--- config.mk ---
export PLATFORM = sky130hd
export DESIGN_NAME = bcd_scan_counter_flat
export DESIGN_NICKNAME = d
export VERILOG_FILES = /design/src/rtl/bcd_scan_counter_if.sv /design/src/rtl/bcd_scan_counter.sv /design/src/flat_wrapper.sv
export SDC_FILE = /design/constraint.sdc
export NUM_CORES = 1
export LEC_CHECK = 0
export ABC_AREA = 1
export BUFFER_PORTS_ARGS = -buffer_cell sky130_fd_sc_hd__buf_2
export CORE_MARGIN = 1
export CORE_UTILIZATION = 35
export CTS_CLUSTER_SIZE = 14
export DETAILED_ROUTE_END_ITERATION = 10
export GPL_TIMING_DRIVEN = 0
export SKIP_CTS_REPAIR_TIMING = 1
export SYNTH_ARGS = -nofsm -noshare
export SYNTH_HDL_FRONTEND = slang
export SYNTH_SLANG_ARGS = --single-unit
--- constraint.sdc ---
create_clock -name clk -period 1.4 [get_ports clk]
set_input_delay 0.07 -clock clk [delete_from_list [all_inputs] [get_ports clk]]
set_output_delay 0.07 -clock clk [all_outputs]
set_load 0.01 [all_outputs]
--- src/rtl/bcd_scan_counter_if.sv ---
// Bus between the BCD scan counter and its neighbours: the count controls
// come in, and the count and scan outputs go out to the 7-segment decoder.
interface bcd_scan_counter_if #(
  parameter int DIGITS = 4
);
  logic                  en;
  logic                  up;
  logic                  load;
  logic [4*DIGITS-1:0]   load_val;
  logic [4*DIGITS-1:0]   count;
  logic                  wrap;
  logic [DIGITS-1:0]     digit_sel;
  logic [3:0]            bcd_out;

  modport master (
    output en, up, load, load_val,
    input  count, wrap, digit_sel, bcd_out
  );

  modport slave (
    input  en, up, load, load_val,
    output count, wrap, digit_sel, bcd_out
  );
endinterface

--- src/rtl/bcd_scan_counter.sv ---
// Multi-digit BCD up/down counter with a free-running digit scanner that
// presents one digit at a time, plus a one-hot select, to a 7-segment decoder.
module bcd_scan_counter #(
  parameter int DIGITS   = 4,
  parameter int SCAN_DIV = 4
) (
  input  logic                 clk,
  input  logic                 reset_n,
  bcd_scan_counter_if.slave    bus
);
  localparam int               IDX_W     = $clog2(DIGITS);
  localparam logic [15:0]      PRESC_MAX = 16'(SCAN_DIV - 1);
  localparam logic [IDX_W-1:0] IDX_MAX   = IDX_W'(DIGITS - 1);

  logic [4*DIGITS-1:0] count_q, count_d;
  logic                wrap_q, wrap_d;
  logic [15:0]         presc_q, presc_d;
  logic [IDX_W-1:0]    idx_q, idx_d;
  logic [3:0]          digit;
  logic                carry;
  logic [DIGITS-1:0]   sel;
  logic [3:0]          bcd_sel;

  function automatic logic [3:0] bcd_sanitize(input logic [3:0] d);
    return (d > 4'd9) ? 4'd0 : d;
  endfunction

  // Count: load wins over en; the carry/borrow ripples through every digit
  // in one cycle and a carry out of the top digit is the wrap.
  always_comb begin
    count_d = count_q;
    wrap_d  = 1'b0;
    carry   = 1'b1;
    digit   = 4'd0;
    if (bus.load) begin
      for (int i = 0; i < DIGITS; i++)
        count_d[4*i +: 4] = bcd_sanitize(bus.load_val[4*i +: 4]);
    end else if (bus.en) begin
      for (int i = 0; i < DIGITS; i++) begin
        digit = count_q[4*i +: 4];
        if (carry) begin
          if (bus.up) begin
            if (digit == 4'd9) digit = 4'd0;
            else begin
              digit = digit + 4'd1;
              carry = 1'b0;
            end
          end else begin
            if (digit == 4'd0) digit = 4'd9;
            else begin
              digit = digit - 4'd1;
              carry = 1'b0;
            end
          end
        end
        count_d[4*i +: 4] = digit;
      end
      wrap_d = carry;
    end
  end

  always_comb begin
    presc_d = presc_q + 16'd1;
    idx_d   = idx_q;
    if (presc_q == PRESC_MAX) begin
      presc_d = 16'd0;
      idx_d   = (idx_q == IDX_MAX) ? '0 : idx_q + IDX_W'(1);
    end
  end

  // Outputs decode only registered state, so there is no input-to-output path.
  always_comb begin
    sel     = '0;
    bcd_sel = 4'd0;
    for (int i = 0; i < DIGITS; i++) begin
      if (idx_q == IDX_W'(i)) begin
        sel[i]  = 1'b1;
        bcd_sel = count_q[4*i +: 4];
      end
    end
  end

  always_ff @(posedge clk or negedge reset_n) begin
    if (!reset_n) begin
      count_q <= '0;
      wrap_q  <= 1'b0;
      presc_q <= 16'd0;
      idx_q   <= '0;
    end else begin
      count_q <= count_d;
      wrap_q  <= wrap_d;
      presc_q <= presc_d;
      idx_q   <= idx_d;
    end
  end

  assign bus.count     = count_q;
  assign bus.wrap      = wrap_q;
  assign bus.digit_sel = sel;
  assign bus.bcd_out   = bcd_sel;
endmodule

--- src/flat_wrapper.sv ---
// flat-port wrapper written by rule: the top's interface ports become plain ports
module bcd_scan_counter_flat 
#(
  parameter int DIGITS   = 4,
  parameter int SCAN_DIV = 4
)
  (clk, reset_n, bus_en, bus_up, bus_load, bus_load_val, bus_count, bus_wrap, bus_digit_sel, bus_bcd_out);
  bcd_scan_counter_if #(.DIGITS(DIGITS)) bus_i ();
  input  logic clk;
  input  logic reset_n;
  input wire logic [$bits(bus_i.en)-1:0] bus_en;
  input wire logic [$bits(bus_i.up)-1:0] bus_up;
  input wire logic [$bits(bus_i.load)-1:0] bus_load;
  input wire logic [$bits(bus_i.load_val)-1:0] bus_load_val;
  output wire logic [$bits(bus_i.count)-1:0] bus_count;
  output wire logic [$bits(bus_i.wrap)-1:0] bus_wrap;
  output wire logic [$bits(bus_i.digit_sel)-1:0] bus_digit_sel;
  output wire logic [$bits(bus_i.bcd_out)-1:0] bus_bcd_out;
  assign bus_i.en = bus_en;
  assign bus_i.up = bus_up;
  assign bus_i.load = bus_load;
  assign bus_i.load_val = bus_load_val;
  assign bus_count = bus_i.count;
  assign bus_wrap = bus_i.wrap;
  assign bus_digit_sel = bus_i.digit_sel;
  assign bus_bcd_out = bus_i.bcd_out;
  bcd_scan_counter #(.DIGITS(DIGITS), .SCAN_DIV(SCAN_DIV)) u_core (.clk(clk), .reset_n(reset_n), .bus(bus_i));
endmodule
==> reports/results.txt, run 1 <==
adder-cell share of the synthesized area -> 0.0235
Crit. End Element -> output pin
TritonCTS Buffers -> 5
number of fill cells -> 756
clock latency at the later pin of the worst-skew pair -> 0.29 ns
CTS tree -> done
area of the multi-input gates -> 1740 µm²
Routed WL -> 7410 µm
largest family of logic cells by synthesized area -> simple AND/OR/NAND/NOR gates
GRT overflow -> 0
clk_skew -> 0.00792 ns
clock sinks -> 35
synth top area cells -> dfrtp_1 (33%), nand2_1 (17%), nand3_1 (11%), inv_1 (6.1%), nor2_1 (5.2%)
count of different cell masters after synthesis -> 29
ys async rst share -> 1.00
final count of hold timing violations -> 0
Yosys reg bits -> 35
HPWL Detailed -> 5210 µm
post-synthesis compound-gate area fraction -> 0.106
Final setup viols -> 4
critical path fanouts, max -> 9
share of the synthesized area in the top cell type -> 0.328
WP data arrival -> 1.71 ns
WHS -> 0.0496 ns
I/O pins -> 46
number of port buffers -> 45
die width -> 89.3 µm
WS Path Type -> reg2out
vias post-DR -> 2864
Syn Nets -> 437
post-synthesis sequential area ratio -> 0.328
Final period util -> 1.27
cells after synthesis -> 411
Clock Path Buffers -> 2
sequential cell area -> 886 µm²
Max Freq -> 562 MHz
CP startpoint kind -> flop
worst endpoint required time -> 1.33 ns
RSZ-0062 raised after global routing -> true
# H-tree levels -> 2
Tightest Pin Transition -> 0.812 ns
Post-Synthesis Cell Area -> 2670 µm²
# diodes -> 0
Pins Over Slew Limit -> 0
Post-synth top cells -> nand2_1 (118), nand3_1 (57), inv_1 (43)
xor-xnor portion of the synthesized cell area -> 0.0328
YS warnings -> 0
Final nets -> 508
P_leak -> 1.92 nW
top_reg_cell synth -> dfrtp_1
DRT Pass-1 Iters -> 6
pwr/cell area -> 935 nW/µm²
die span in y -> 89.3 µm
Core Region -> 7290 µm²
final setup TNS -> -1.45 ns
initial antenna violation count -> 0
status -> complete, but fails checks
Max VDD drop -> 344 µV
Final Total Pwr -> 3.34 mW
GRT Util Overall -> 0.192
fraction of layout cells with a size suffix above 1 -> 0.331
Die Footprint -> 7970 µm²
wire length per cell -> 12.7 µm
Synth Area per Inst -> 6.49 µm²
HP Class -> in2reg
Final min period -> 1.78 ns
Initial DRC Count -> 132
mux share of post-synthesis cell area -> 0
Area Growth Syn to Fin -> 33.9%
Slew headroom -> 0.459
post-route DRC violation count -> 0
site row count -> 31
Root Driver -> clkbuf_8
MaxCap Viol Count -> 0
Worst Slack Setup Final -> -0.379 ns
area leader, netlist -> dfrtp_1
Post-Synth Simple-Gate Area -> 0.405
number of global-route vias before repair -> 2652
violated checks -> negative setup slack
Post-synth EDFFs -> 0
cell with the most instances after synthesis -> nand2_1
largest net degree at the start of global routing -> 36
first-pass GRT wire length -> 11800 µm
gp weighted congestion -> 0.883
CTS clk-pin slew, worst paths -> 0.08 ns
initial core utilization -> 0.366
drt via density -> 4.92
post-route ant nets -> 0
path summary, 6_finish.rpt:
check / from / cells past startpoint / slack (ns) / to
setup / recovery: u_core.idx_q[1] / 6 / -0.38 / bus_bcd_out[2]
setup reg to reg: u_core.bus.count[1] / 7 / 0 / u_core.bus.count[3]
hold / removal: bus_load_val[0] / 3 / 0.05 / u_core.bus.count[0]
max in group asynchronous: reset_n / 2 / 0.44 / u_core.bus.count[2]
hold reg to reg: u_core.presc_q[15] / 1 / 0.47 / u_core.presc_q[15]
min in group asynchronous: reset_n / 2 / 0.40 / u_core.bus.count[6]
sequential cells by signal, summed over array words and instances (netlist names):
signal and count:
u_core.bus.count 16, u_core.presc_q 16, u_core.idx_q 2, u_core.bus.wrap 1
per-stage QoR:
stage / instance area, µm² / util / std cells / setup WS, ns
2_1_floorplan: 2670 / - / 411 / 0.0563
3_3_place_gp: 3020 / 0.414 / 555 / -0.124
3_5_place_dp: 3020 / 0.414 / 555 / -0.145
4_1_cts: 3130 / 0.429 / 563 / -0.470
5_1_grt: 3570 / 0.490 / 582 / -0.450
6_report: 3570 / 0.490 / 582 / -0.379
kinds of logic after synthesis:
| group | count (synthesis) |
|---|---|
| AO/OA/AOI/OAI | 51 |
| buffers and inverters | 71 |
| adder cells (fa/ha/maj) | 5 |
| XOR/XNOR | 10 |
| AND/OR/NAND/NOR | 239 |
| flip-flops | 35 |
routing by layer:
metal,vias to the layer above,wire length [µm],GRT usage
li1,1455,-,-
met1,1312,3220,0.240
met2,80,3730,0.330
met3,17,268,0.0268
met4,0,190,0.0837
met5,-,0,0
critical path, cell delays in order, from the launching register on:
cell and delay, ns:
dfrtp_1 0.44, buf_4 0.15, ha_1 0.22, buf_6 0.17, a211oi_1 0.20, a21oi_1 0.09, buf_2 0.15
cell usage in the layout, fill, tap and decap left out, types with 2 or more instances in the layout:
cell type  instances
nand2_1          108
nand3_1           51
buf_2             50
inv_1             39
nor2_1            32
dfrtp_1           27
o21ai_0           17
buf_4             16
inv_2             14
nand2_2           10
xor2_1            10
o21ai_1            9
dfrtp_2            8
a21oi_2            7
nand2_4            7
nor2_4             7
buf_6              6
nand3_2            6
a21oi_1            6
nor2_2             6
nand4_1            6
clkbuf_8           5
ha_4               4
inv_4              3
nor3_1             3
o211ai_1           3
a211oi_4           2
clkbuf_1           2
a31oi_1            2
report_power, final:
group | switching [mW] | leakage (nW) | internal (mW)
combinational | 0.678 | 1.41 | 0.491
clock | 0.416 | 0.0581 | 0.531
sequential | 0.132 | 0.454 | 1.09
total | 1.23 | 1.92 | 2.11
layout make-up:
cell class,instances,area share
buffer,13,0.0287
clock buffer,5,0.0193
clock inverter,3,0.0123
inverter,57,0.0620
multi-input combinational,305,0.487
sequential,35,0.248
tap,99,0.0347
timing repair buffer,65,0.108
No activity file was read; power rests on OpenSTA's default activity.
==> run 2: changes to the inputs <==
--- a/config.mk
+++ b/config.mk
@@ -7,11 +7,14 @@
 export LEC_CHECK = 0
 export ABC_AREA = 1
 export BUFFER_PORTS_ARGS = -buffer_cell sky130_fd_sc_hd__buf_2
+export CELL_PAD_IN_SITES_DETAIL_PLACEMENT = 2
+export CELL_PAD_IN_SITES_GLOBAL_PLACEMENT = 2
 export CORE_MARGIN = 1
-export CORE_UTILIZATION = 35
+export CORE_UTILIZATION = 27
 export CTS_CLUSTER_SIZE = 14
 export DETAILED_ROUTE_END_ITERATION = 10
-export GPL_TIMING_DRIVEN = 0
+export GPL_TIMING_DRIVEN = 1
+export PLACE_DENSITY_LB_ADDON = 0.1
 export SKIP_CTS_REPAIR_TIMING = 1
 export SYNTH_ARGS = -nofsm -noshare
 export SYNTH_HDL_FRONTEND = slang
==> reports/results.txt, run 2 (synthesis gave the netlist of run 1 again) <==
area of the multi-input gates -> 1790 µm² (+2.7%)
crit-path cells -> inv_2, ha_4, buf_6, nand2_1, a21oi_2, a211oi_2, a21oi_2, buf_2
initial core utilization -> 0.283 (-0.0825)
Clock Path Buffers -> 2 (unchanged)
status -> complete, but fails checks
WS Path Type -> reg2out
clock sinks -> 35 (unchanged)
TritonCTS Buffers -> 5 (unchanged)
HP Class -> in2reg
pwr/cell area -> 865 nW/µm² (-7.5%)
number of port buffers -> 45 (unchanged)
clock latency at the later pin of the worst-skew pair -> 0.31 ns (+0.02 ns)
final setup TNS -> -2.20 ns (-0.749 ns)
number of global-route vias before repair -> 3168 (+19%)
Most common cell on crit path -> a21oi_2
post-route DRC violation count -> 0 (unchanged)
Top delay family on crit path -> flip-flops
worst endpoint required time -> 1.33 ns (about the same)
vias post-DR -> 3123 (+9.0%)
Crit. End Element -> output pin
Initial DRC Count -> 78 (-41%)
# diodes -> 0 (unchanged)
CTS tree -> done
clk_skew -> 0.00528 ns (-0.00264 ns)
CP peak stage delay -> 0.41 ns (-0.03 ns)
CTS clk-pin slew, worst paths -> 0.08 ns (about the same)
Final nets -> 541 (+6.5%)
I/O pins -> 46 (unchanged)
die width -> 101 µm (+14%)
CP startpoint kind -> flop
WP data arrival -> 1.69 ns (-0.02 ns)
initial antenna violation count -> 0 (unchanged)
Worst Slack Setup Final -> -0.363 ns (+0.0160 ns)
critical path fanouts, max -> 4 (-5)
Area Growth Syn to Fin -> 47.4%
largest net degree at the start of global routing -> 36 (unchanged)
commonest non-fill, non-tap cell in the layout -> nand2_1
Pins Over Slew Limit -> 0 (unchanged)
Placed Cells -> 623 (+12%)
Final min period -> 1.76 ns (-0.0160 ns)
Tightest Pin Transition -> 0.490 ns (-0.323 ns)
Die Footprint -> 10300 µm² (+29%)
number of fill cells -> 1125 (+49%)
fraction of layout cells with a size suffix above 1 -> 0.419 (+0.0873)
RSZ-0062 raised after global routing -> true
GRT Util Overall -> 0.200 (+0.00862)
Final setup viols -> 19 (+15)
violated checks -> negative setup slack
Core Region -> 9420 µm² (+29%)
wire length per cell -> 16.4 µm (+29%)
MaxCap Viol Count -> 0 (unchanged)
most frequent cells in the layout -> nand2_1 (100), buf_4 (54), nand3_1 (50), buf_2 (43), inv_1 (38)
fin cells -> 645 (+11%)
sequential cell area -> 888 µm² (+0.28%)
GRT overflow -> 0 (unchanged)
Crit-path slowest cell -> dfrtp_1
Root Driver -> clkbuf_8
final count of hold timing violations -> 0 (unchanged)
Routed WL -> 10600 µm (+43%)
HPWL Detailed -> 7700 µm (+48%)
P_leak -> 2.08 nW (+8.1%)
Final period util -> 1.26 (-0.0114)
die span in y -> 101 µm (+14%)
DRT Pass-1 Iters -> 4 (-2)
first-pass GRT wire length -> 15800 µm (+34%)
post-route ant nets -> 0 (unchanged)
Slew headroom -> 0.674 (+0.215)
Worst Path Buf+Inv -> 3 (unchanged)
site row count -> 35 (+13%)
# H-tree levels -> 2 (unchanged)
Max VDD drop -> 575 µV (+67%)
Max Freq -> 567 MHz (+0.90%)
drt via density -> 4.84 (-1.6%)
gp weighted congestion -> 0.789 (-11%)
run 2: routing by layer:
| metal | GRT usage | share of wire | up-vias |
|---|---|---|---|
| met5 | 0 | 0 | - |
| met4 | 0.0502 | 0.016 | 0 |
| met3 | 0.0248 | 0.021 | 14 |
| met2 | 0.372 | 0.53 | 42 |
| met1 | 0.244 | 0.43 | 1543 |
| li1 | - | - | 1524 |
run 2: worst register-to-register path, delay by kind of cell (launching register included):
kind                   cells  cell delay, ns
buffers and inverters      1            0.15
AO/OA/AOI/OAI              2            0.26
flip-flops                 1            0.48
AND/OR/NAND/NOR            5            0.51
run 2: final timing paths:
path	start	endpoint	slack (ns)	cells past startpoint
min in group asynchronous	reset_n	u_core.presc_q[3]	0.35	3
worst max-delay path	u_core.idx_q[1]	bus_bcd_out[1]	-0.36	8
max in group asynchronous	reset_n	u_core.bus.count[9]	0.68	3
worst max register to register	u_core.bus.count[0]	u_core.bus.count[4]	-0.07	8
worst min register to register	u_core.presc_q[15]	u_core.presc_q[15]	0.48	1
worst min-delay path	bus_load_val[0]	u_core.bus.count[0]	0.03	3
run 2: power by group:
group	leakage (nW)	switching, mW	total [mW]	internal [mW]
logic	1.58	0.790	1.38	0.593
registers	0.451	0.137	1.23	1.09
clock network	0.0412	0.440	0.789	0.349
run 2: final cells by class:
| class | count | share of cell area |
|---|---|---|
| clock inverter | 2 | 0.00318 |
| tap | 129 | 0.0411 |
| multi-input combinational | 305 | 0.454 |
| inverter | 57 | 0.0570 |
| clock buffer | 6 | 0.0185 |
| sequential | 35 | 0.226 |
| timing repair buffer | 111 | 0.200 |
run 2: per-stage QoR:
step                      instance area, µm²  setup WS, ns   util  hold WS, ns  power [mW]
after floorplan                         2670        0.0563      -       -0.226        1.87
after global placement                  3390       -0.0121  0.360        0.155        2.44
after detailed placement                3390        -0.107  0.360        0.159        2.47
after CTS                               3480        -0.451  0.369       -0.180        3.27
after global routing                    3930        -0.439  0.418       0.0340        3.64
final                                   3930        -0.363  0.418       0.0281        3.40
==> run 3: changes to the inputs <==
--- a/config.mk
+++ b/config.mk
@@ -6,7 +6,7 @@
 export NUM_CORES = 1
 export LEC_CHECK = 0
 export ABC_AREA = 1
-export BUFFER_PORTS_ARGS = -buffer_cell sky130_fd_sc_hd__buf_2
+export BUFFER_PORTS_ARGS = -buffer_cell sky130_fd_sc_hd__buf_4
 export CELL_PAD_IN_SITES_DETAIL_PLACEMENT = 2
 export CELL_PAD_IN_SITES_GLOBAL_PLACEMENT = 2
 export CORE_MARGIN = 1
==> reports/results.txt, run 3 (synthesis gave the netlist of run 1 again) <==
Tightest Pin Transition -> 0.511 ns (+0.0212 ns)
post-route DRC violation count -> 0 (unchanged)
clock power share -> 0.270 (+0.038)
crit-path cells -> inv_2, ha_4, buf_6, nand2_1, a21oi_2, a211oi_2, a21oi_1, buf_4
critical path fanouts, max -> 4 (unchanged)
Slew headroom -> 0.659 (-0.0141)
status -> complete, but fails checks
# diodes -> 0 (unchanged)
DRT Pass-1 Iters -> 4 (unchanged)
GRT overflow -> 0 (unchanged)
largest net degree at the start of global routing -> 36 (unchanged)
Area Growth Syn to Fin -> 48.7%
fin cells -> 641 (-0.62%)
first-pass GRT wire length -> 16000 µm (+0.92%)
P_leak -> 2.08 nW (about the same)
wire length per cell -> 16.3 µm (-0.79%)
worst endpoint required time -> 1.33 ns (about the same)
clk_skew -> 0.00558 ns (+0.000291 ns)
RSZ-0062 raised after global routing -> true
CP startpoint kind -> flop
number of port buffers -> 45 (unchanged)
CTS clk-pin slew, worst paths -> 0.08 ns (about the same)
Core Region -> 9420 µm² (unchanged)
Final period util -> 1.25 (-0.0139)
Pins Over Slew Limit -> 0 (unchanged)
pwr/cell area -> 915 nW/µm² (+5.9%)
Final nets -> 537 (-0.74%)
final count of hold timing violations -> 0 (unchanged)
Combinational Power Share -> 0.395 (-0.012)
clock sinks -> 35 (unchanged)
WS Path Type -> reg2out
Clock Path Buffers -> 2 (unchanged)
Root Driver -> clkbuf_8
Final min period -> 1.74 ns (-0.0194 ns)
die span in y -> 101 µm (unchanged)
Top delay family on crit path -> flip-flops
TritonCTS Buffers -> 5 (unchanged)
Initial DRC Count -> 72 (-7.7%)
Final Total Pwr -> 3.63 mW (+6.8%)
I/O pins -> 46 (unchanged)
WP data arrival -> 1.67 ns (-0.02 ns)
# H-tree levels -> 2 (unchanged)
Internal -> 2.27 mW (+12%)
site row count -> 35 (unchanged)
Final setup viols -> 18 (-1)
Routed WL -> 10400 µm (-1.4%)
Crit-path slowest cell -> dfrtp_1
fraction of layout cells with a size suffix above 1 -> 0.385 (-0.0338)
initial antenna violation count -> 0 (unchanged)
Max Freq -> 573 MHz (+1.1%)
HPWL Detailed -> 7740 µm (+0.52%)
Switching Share -> 0.376 (-0.0266)
Worst Slack Setup Final -> -0.344 ns (+0.0194 ns)
Worst Path Buf+Inv -> 3 (unchanged)
clock latency at the later pin of the worst-skew pair -> 0.30 ns (about the same)
post-route ant nets -> 0 (unchanged)
MaxCap Viol Count -> 0 (unchanged)
WHS -> 0.0349 ns (+0.00682 ns)
P_sw -> 1.36 mW (-0.25%)
Max VDD drop -> 425 µV (-26%)
gp weighted congestion -> 0.794 (+0.74%)
commonest non-fill, non-tap cell in the layout -> nand2_1
Placed Cells -> 620 (-0.48%)
number of global-route vias before repair -> 3240 (+2.3%)
die width -> 101 µm (unchanged)
most frequent cells in the layout -> nand2_1 (106), buf_4 (96), nand3_1 (52), inv_1 (39), nor2_1 (30)
vias post-DR -> 3081 (-1.3%)
CP peak stage delay -> 0.41 ns (about the same)
sequential share of power -> 0.336 (-0.025)
drt via density -> 4.81 (-0.73%)
initial core utilization -> 0.283 (unchanged)
CTS tree -> done
violated checks -> negative setup slack
Crit. End Element -> output pin
Die Footprint -> 10300 µm² (unchanged)
HP Class -> in2reg
GRT Util Overall -> 0.201 (+0.000468)
-- run 3: cell types whose count changed in the layout (fill, tap and decap cells not counted), moves of 4 or more --
cell / delta
buf_2: -43
buf_4: +42
nand2_1: +6
nand2_2: -6
a21oi_1: +4
-- run 3: worst register-to-register path, stage by stage, from the launching register on --
cell and delay, ns:
dfrtp_2 0.45, buf_6 0.14, nor2_4 0.13, nand2_2 0.08, nand2_4 0.10, nand2_8 0.07, nor2_8 0.15, nand2_4 0.12
nand3_1 0.09, nand2_1 0.05
-- run 3: worst paths after layout --
check | from | endpoint | slack [ns] | cells after the start
max | u_core.idx_q[1] | bus_bcd_out[0] | -0.34 | 8
min | bus_load_val[0] | u_core.bus.count[0] | 0.03 | 3
max reg2reg | u_core.bus.count[1] | u_core.bus.count[14] | -0.10 | 9
min reg2reg | u_core.presc_q[15] | u_core.presc_q[15] | 0.48 | 1
max in group asynchronous | reset_n | u_core.bus.count[10] | 0.72 | 2
min in group asynchronous | reset_n | u_core.presc_q[4] | 0.29 | 2
-- run 3: area by class of cell --
class	instances	area (µm²)
clock buffer	5	68.8
clock inverter	3	43.8
fill	1117	5450
inverter	57	219
multi-input combinational	305	1740
sequential	35	888
tap	129	161
timing repair buffer	107	843
-- run 3: per-layer routing --
layer,vias up,global-route usage,share of wire
li1,1502,-,-
met1,1530,0.244,0.44
met2,40,0.373,0.52
met3,9,0.0242,0.020
met4,0,0.0535,0.012
met5,-,0,0
-- run 3: per-stage QoR --
step                instance area (µm²)  setup TNS, ns  setup WS (ns)   util
finish                             3970          -2.12         -0.344  0.421
floorplan                          2670              0         0.0563      -
CTS                                3580          -2.67         -0.505  0.380
global placement                   3470        -0.0919        -0.0397  0.369
global route                       3970          -3.89         -0.408  0.421
detailed placement                 3470         -0.619         -0.140  0.369
-- run 3: power groups by stage --
stage / sequential, mW / clock, mW / combinational (mW)
final: 1.22 / 0.978 / 1.43
after detailed placement: 1.23 / 0 / 1.30
after floorplan: 1.23 / 0 / 0.648
after CTS: 1.21 / 1.02 / 1.31
after global placement: 1.23 / 0 / 1.26
after global routing: 1.24 / 1.06 / 1.58
